File: src/rtl/td4p_core.sv
// td4p_core: parametrised TD4-style CPU core. One instruction retires per cycle when
// the fetch is valid: dst <- src + Im. Adds a fetch stall, an OUT write strobe, JC, HALT and NOP.
module td4p_core #(
   parameter int DATA_W = 4,
   parameter int ADDR_W = 4
) (
   input  logic              clk,
   input  logic              reset,
   output logic [ADDR_W-1:0] imem_addr,
   input  logic [DATA_W+3:0] imem_rdata,
   input  logic              imem_valid,
   input  logic [DATA_W-1:0] in_port,
   output logic [DATA_W-1:0] out_port,
   output logic              out_we,
   output logic              carry,
   output logic              halted
);

   generate
      if (DATA_W < 4 || ADDR_W > DATA_W || ADDR_W < 1) begin : g_bad_params
         $error("td4p_core: need DATA_W >= 4 and 1 <= ADDR_W <= DATA_W");
      end
   endgenerate

   localparam logic [3:0] OP_ADD_A  = 4'b0000;
   localparam logic [3:0] OP_MOV_AB = 4'b0001;
   localparam logic [3:0] OP_IN_A   = 4'b0010;
   localparam logic [3:0] OP_MOV_AI = 4'b0011;
   localparam logic [3:0] OP_MOV_BA = 4'b0100;
   localparam logic [3:0] OP_ADD_B  = 4'b0101;
   localparam logic [3:0] OP_IN_B   = 4'b0110;
   localparam logic [3:0] OP_MOV_BI = 4'b0111;
   localparam logic [3:0] OP_OUT_A  = 4'b1000;
   localparam logic [3:0] OP_OUT_B  = 4'b1001;
   localparam logic [3:0] OP_JC     = 4'b1010;
   localparam logic [3:0] OP_OUT_I  = 4'b1011;
   localparam logic [3:0] OP_HALT   = 4'b1100;
   localparam logic [3:0] OP_NOP    = 4'b1101;
   localparam logic [3:0] OP_JNC    = 4'b1110;
   localparam logic [3:0] OP_JMP    = 4'b1111;

   typedef enum logic {
      ST_RUN  = 1'b0,
      ST_HALT = 1'b1
   } state_t;

   state_t            state;
   logic [ADDR_W-1:0] pc;
   logic [DATA_W-1:0] reg_a;
   logic [DATA_W-1:0] reg_b;

   logic [3:0]        opcode;
   logic [DATA_W-1:0] imm;
   logic [ADDR_W-1:0] jump_target;
   logic [DATA_W-1:0] src;
   logic [DATA_W:0]   sum;
   logic              retire;
   logic              wr_a;
   logic              wr_b;
   logic              wr_out;
   logic              uses_adder;
   logic              take_jump;
   logic              do_halt;

   assign opcode      = imem_rdata[DATA_W+3:DATA_W];
   assign imm         = imem_rdata[DATA_W-1:0];
   assign jump_target = imm[ADDR_W-1:0];
   assign imem_addr   = pc;
   assign halted      = (state == ST_HALT);
   assign retire      = (state == ST_RUN) && imem_valid;

   // Decode: pick the adder source and the destination. Immediate moves add to zero.
   always_comb begin
      src        = '0;
      wr_a       = 1'b0;
      wr_b       = 1'b0;
      wr_out     = 1'b0;
      uses_adder = 1'b1;
      take_jump  = 1'b0;
      do_halt    = 1'b0;
      case (opcode)
         OP_ADD_A:  begin src = reg_a;   wr_a = 1'b1; end
         OP_MOV_AB: begin src = reg_b;   wr_a = 1'b1; end
         OP_IN_A:   begin src = in_port; wr_a = 1'b1; end
         OP_MOV_AI: wr_a = 1'b1;
         OP_MOV_BA: begin src = reg_a;   wr_b = 1'b1; end
         OP_ADD_B:  begin src = reg_b;   wr_b = 1'b1; end
         OP_IN_B:   begin src = in_port; wr_b = 1'b1; end
         OP_MOV_BI: wr_b = 1'b1;
         OP_OUT_A:  begin src = reg_a;   wr_out = 1'b1; end
         OP_OUT_B:  begin src = reg_b;   wr_out = 1'b1; end
         OP_OUT_I:  wr_out = 1'b1;
         OP_JC:     begin uses_adder = 1'b0; take_jump = carry;  end
         OP_JNC:    begin uses_adder = 1'b0; take_jump = !carry; end
         OP_JMP:    begin uses_adder = 1'b0; take_jump = 1'b1;   end
         OP_HALT:   begin uses_adder = 1'b0; do_halt = 1'b1;     end
         OP_NOP:    uses_adder = 1'b0;
         default:   uses_adder = 1'b0;
      endcase
   end

   assign sum = {1'b0, src} + {1'b0, imm};

   always_ff @(posedge clk) begin
      if (reset) begin
         state    <= ST_RUN;
         pc       <= '0;
         reg_a    <= '0;
         reg_b    <= '0;
         out_port <= '0;
         carry    <= 1'b0;
         out_we   <= 1'b0;
      end else begin
         out_we <= 1'b0;
         if (retire) begin
            // Non-adder instructions clear C, matching the TD4 carry of 0 + Im.
            carry <= uses_adder ? sum[DATA_W] : 1'b0;
            if (wr_a) reg_a <= sum[DATA_W-1:0];
            if (wr_b) reg_b <= sum[DATA_W-1:0];
            if (wr_out) begin
               out_port <= sum[DATA_W-1:0];
               out_we   <= 1'b1;
            end
            pc <= take_jump ? jump_target : pc + ADDR_W'(1);
            if (do_halt) state <= ST_HALT;
         end
      end
   end

endmodule
File: config.mk
export PLATFORM = sky130hd
export DESIGN_NAME = td4p_core
export DESIGN_NICKNAME = d
export VERILOG_FILES = /design/src/rtl/td4p_core.sv
export SDC_FILE = /design/constraint.sdc
export NUM_CORES = 1
export LEC_CHECK = 0
export CORE_MARGIN = 1.5
export CORE_UTILIZATION = 45
export CTS_BUF_LIST = sky130_fd_sc_hd__clkbuf_4
export DETAILED_ROUTE_END_ITERATION = 6
export GPL_ROUTABILITY_DRIVEN = 0
export PLACE_DENSITY_LB_ADDON = 0.15
export SLEW_MARGIN = 40
export SYNTH_ARGS = -nofsm -noshare
export SYNTH_HDL_FRONTEND = slang
export SYNTH_SLANG_ARGS = --single-unit
File: constraint.sdc
create_clock -name clk -period 2.5 [get_ports clk]
set_input_delay 0.375 -clock clk [delete_from_list [all_inputs] [get_ports clk]]
set_output_delay 0.375 -clock clk [all_outputs]
set_load 0.02 [all_outputs]
### Word level (Yosys, flattened, before mapping)

Index checks and enable logic that the tools add are counted.

| word-level totals | value |
|---|---|
| register bits | 19 |
| latch bits | 0 |
| memory bits (writable) | 0 |
| ROM bits | 0 |
| input port bits | 15 |
| output and inout port bits | 11 |
| word-level logic and storage cells | 50 |
| memories kept | 0 |

| cells by class | value |
|---|---|
| add/sub/neg operators | 2 |
| multipliers | 0 |
| divide/modulo/power cells | 0 |
| $lt $le $gt $ge | 0 |
| eq/ne operators | 15 |
| shift operators | 0 |
| mux-type cells | 9 |
| bitwise logic cells | 2 |
| reductions and logical operators | 15 |

Operators with widths:

| cell | count |
|---|---|
| 4-bit equality test, second input constant | 8 |
| 4-bit by 3-bit equality test with 1-bit output, second input constant | 4 |
| 4-bit case mux with 3 select lines | 1 |
| 3-bit OR reduction | 3 |
| 4-bit by 2-bit equality test with 1-bit output, second input constant | 2 |
| 2-bit AND reduction | 4 |
| 4-bit OR reduction | 2 |
| 1-bit two-way mux | 6 |
| 4-bit by 4-bit adder with 5-bit output | 1 |
| 5-bit OR reduction | 1 |
| 4-bit by 1-bit adder with 4-bit output, second input constant | 1 |
| 4-bit by 1-bit equality test with 1-bit output, second input constant | 1 |
| 4-bit logical NOT | 1 |
| 4-bit two-way mux | 1 |
| 2-bit OR reduction | 2 |
| 1-bit case mux with 3 select lines | 1 |
| 1-bit NOT | 2 |
| 1-bit logical AND | 1 |
| 1-bit logical NOT | 1 |

### Logic depth before layout (Yosys ltp)

| depth | value |
|---|---|
| depth after elaboration | 5 |
| gate-level depth with buffers | 11 |
| depth with buffers taken out | 11 |

### Worst setup path after synthesis

OpenSTA, ideal clock, no wires.

| timing path | value |
|---|---|
| kind | input port to flip-flop |
| from | in imem_rdata[6] |
| to | reg carry |
| setup time | 0.070 ns |
| arrival time | 2.098 ns |
| required time | 2.430 ns |
| path slack | 0.332 ns |
| stages | 11 |
| path buffers | 0 |
| cells stage by stage | and2_2 nor3b_1 a22oi_1 nand2_1 ha_1 inv_1 fa_1 nor2b_1 o21a_1 o211ai_1 a21oi_1 |

| on the way | value |
|---|---|
| word-level cells in the longest chain between the ends | 5 |
| elaborated cells between the ends (all ways) | 20 |
| classes of those cells | 1 x add/sub; 12 x eq/ne; 2 x mux; 5 x reduce/logical |

Ends and longest elaborated chain:

| element | RTL line | text |
|---|---|---|
| from (decl) | 10 | `input logic [DATA_W+3:0] imem_rdata,` |
| 4-bit equality test (tied with other cells) | 81 | `case (opcode)` |
| 3-bit OR reduction (no line) or 2-bit OR reduction (tied branches) | - |  |
| 4-bit case mux with 3 select lines | 81 |  |
| 4-bit by 4-bit adder with 5-bit output | 102 | `assign sum = {1'b0, src} + {1'b0, imm};` |
| 1-bit two-way mux (*) | 117 | `carry <= uses_adder ? sum[DATA_W] : 1'b0;` |
| to (signal assigned) | 117 |  |
| to (decl) | 15 | `output logic carry,` |

Every way passes the cells marked *; elsewhere a longest branch is shown, timed or not.
A chain may end at the register's enable or synchronous reset.

### Final worst setup path

Ends and elaborated chain as after synthesis.

==> flow_summary.ini <==
[finish]
finalNetCount = 186
drive_gt1_frac = 0.1463
area_delta_synth_final_pct = 37.23
fillers = 205
antennaDiodeCount = 0

[synth]
synth_commonest_cells = 19 x dfxtp_1, 16 x nor2_1, 14 x nand2_1
syn_inst = 126
ys_seq_elements = 19
syn_avg_cell_area_um2 = 8.590
yosysMostFrequentCell = dfxtp_1
synth_area_leaders = dfxtp_1 35%, ha_1 5.8%, mux2i_1 5.5%, nor2_1 5.5%, nand2_1 4.9%
ys.flop_type = dfxtp_1
synth_warnings = 0
yosysTopAreaCell = dfxtp_1
synth_top_area_frac = 0.3514
synth_nets = 147
synth_cell_types = 39
yosysSeqAreaShare = 0.3514
syn_area_mm2 = 0.001082
synth-edff-count = 0
async_reset_ff_frac = 0

[min_path]
hp-class = register to register
min_from = out_port[3]$_SDFFE_PP0P_

[placement]
dp_hpwl_um = 2081
portBuffers = 25

[sta]
hold_viol_final = 0
slew_violations = 0
fmax_mhz = 432.5
min_period_ns = 2.312
skew_ns = 0.0008635
final.setup.tns_ns = 0
finalSetupViolCount = 0
holdWs_ns = 0.4631
slew_headroom = 0.6370
tightest_slew_ns = 0.5445
period_share = 0.9249
rsz0062_at_grt = false

[global_routing]
grt_pass1_wl_um = 4512
track_usage = 0.2309
antenna_found_initial = 0
grt_overflow = 0
grt_max_degree = 18
grt_pass1_vias = 1007

[detailed_routing]
postRouteWirelength_um = 2641
drtAntennaViolNets = 0
route.detailed.drc = 0
wl_per_cell_um = 13.76
drtPass1Iterations = 4
vias = 1049
drt_iter0_drc = 15
via_per_inst = 5.464

[cts]
cts_tree = done
clkTransAtPathRegs_ns = 0.11
cts_max_level = 1
cts_hold_buf = 0
cts_buffer_depth = 2
clockRootBuffer = clkbuf_4
numCtsBuffers = 3
clkLatencyLatePin_ns = 0.29
cts.sinks = 19

[worst_setup_path]
startpoint_type = input pin
end_kind = register
cp.required_ns = 2.73
startpoint = imem_rdata[6]
critical_path_class = input pin to register
cp_max_fo = 3
critPathArrivalTime_ns = 2.54
r2r-start = reg_b[0]$_SDFFE_PP0P_

[die]
rows = 17
die_area_mm2 = 0.002708
initial_utilization = 0.4846
coreArea_mm2 = 0.002233
die_y_um = 52.04
die_w_um = 52.04
io_pins = 26

[job]
drv_cap = 0

[outcome]
status = complete, no violations

[pwr]
power.density_mw_per_mm2 = 439.7
peakVddDrop_mv = 0.2993
leakagePower_nw = 0.5686
report_power, final:
part | switching (mW) | internal (mW) | total [mW]
sequential | 0.00961 | 0.316 | 0.326
combinational | 0.0793 | 0.0801 | 0.159
clock | 0.0947 | 0.0730 | 0.168
total | 0.184 | 0.469 | 0.653
cell usage in the layout (no fill, tap or decap), types with 2 or more instances in the layout:
master / Yosys / final
a211oi_1: 5 / 5
nor2b_1: 4 / 4
nand3b_1: 5 / 5
o21bai_1: 2 / 2
o21ai_0: 2 / 2
a31oi_1: 2 / 2
a22oi_1: 3 / 3
dfxtp_1: 19 / 19
nor4_1: 2 / 2
nand3_1: 2 / 2
nor2_1: 16 / 15
xnor2_1: 2 / 2
mux2i_1: 6 / 6
clkbuf_4: 0 / 4
nand2b_1: 5 / 5
nand2_1: 14 / 14
a21oi_1: 4 / 4
nor3_4: 2 / 2
buf_4: 0 / 13
o221ai_1: 2 / 2
ha_1: 5 / 5
inv_1: 3 / 3
clkdlybuf4s50_1: 0 / 25
worst max-delay path, stage by stage:
cell             delay, ns
clkdlybuf4s50_1       0.41
and2_2                0.22
nor3b_2               0.19
buf_4                 0.16
nand2_1               0.06
and3_1                0.16
fa_1                  0.42
nor2b_1               0.14
o21a_1                0.13
o211ai_1              0.10
a21oi_1               0.17
metrics by stage:
step | area (µm²) | util | total power [mW] | setup WS (ns) | instances
finish | 1485 | 0.6650 | 0.6530 | 0.1877 | 192
global route | 1485 | 0.6650 | 0.6973 | 0.03146 | 192
CTS | 1478 | 0.6616 | 0.6627 | 0.1008 | 192
detailed placement | 1448 | 0.6482 | 0.4913 | -0.2135 | 188
global placement | 1448 | 0.6482 | 0.4860 | -0.1604 | 188
floorplan | 1082 | - | 0.4140 | 0.3320 | 126
area by class of cell:
class	instances	area, µm²	area share
tap	28	35.03	0.02359
inverter	3	11.26	0.007582
sequential	19	380.4	0.2561
multi-input combinational	100	680.7	0.4583
timing repair buffer	38	347.8	0.2342
clock buffer	4	30.03	0.02022
state kept, by name, summed over array words and instances (netlist names):
signal / cells
carry: 1
reg_a: 4
out_port: 4
reg_b: 4
out_we: 1
halted: 1
imem_addr: 4
per-layer routing:
layer / global-route usage / vias to the layer above / wire, µm
met3: 0.03736 / 2 / 46
met2: 0.3945 / 10 / 1343
met5: 0 / - / 0
li1: - / 531 / -
met1: 0.2867 / 506 / 1236
met4: 0.09211 / 0 / 14
path summary, 6_finish.rpt:
path / end / slack, ns / cells past startpoint
setup reg to reg: carry$_SDFFE_PP0P_ / 0.80 / 9
setup / recovery: carry$_SDFFE_PP0P_ / 0.19 / 11
hold / removal: out_port[3]$_SDFFE_PP0P_ / 0.46 / 2
hold reg to reg: out_port[3]$_SDFFE_PP0P_ / 0.46 / 2
cells by family (layout without fill, tap and decap cells):
| group | after synthesis | after routing | synth area share |
|---|---|---|---|
| flops | 19 | 19 | 0.3514 |
| xor+xnor | 2 | 2 | 0.01619 |
| fa+ha+maj | 6 | 6 | 0.07630 |
| buf+inv | 7 | 45 | 0.02658 |
| compound gates | 25 | 25 | 0.1619 |
| mux | 6 | 6 | 0.05549 |
| simple gates | 61 | 61 | 0.3122 |
repair_timing:
| item | 4_1_cts | 5_1_grt |
|---|---|---|
| endpoints found under the setup margin | 0 | 1 |
| gates resized for setup | 0 | 2 |
| buffers inserted | 0 | 0 |
No activity file was read; power rests on OpenSTA's default activity.
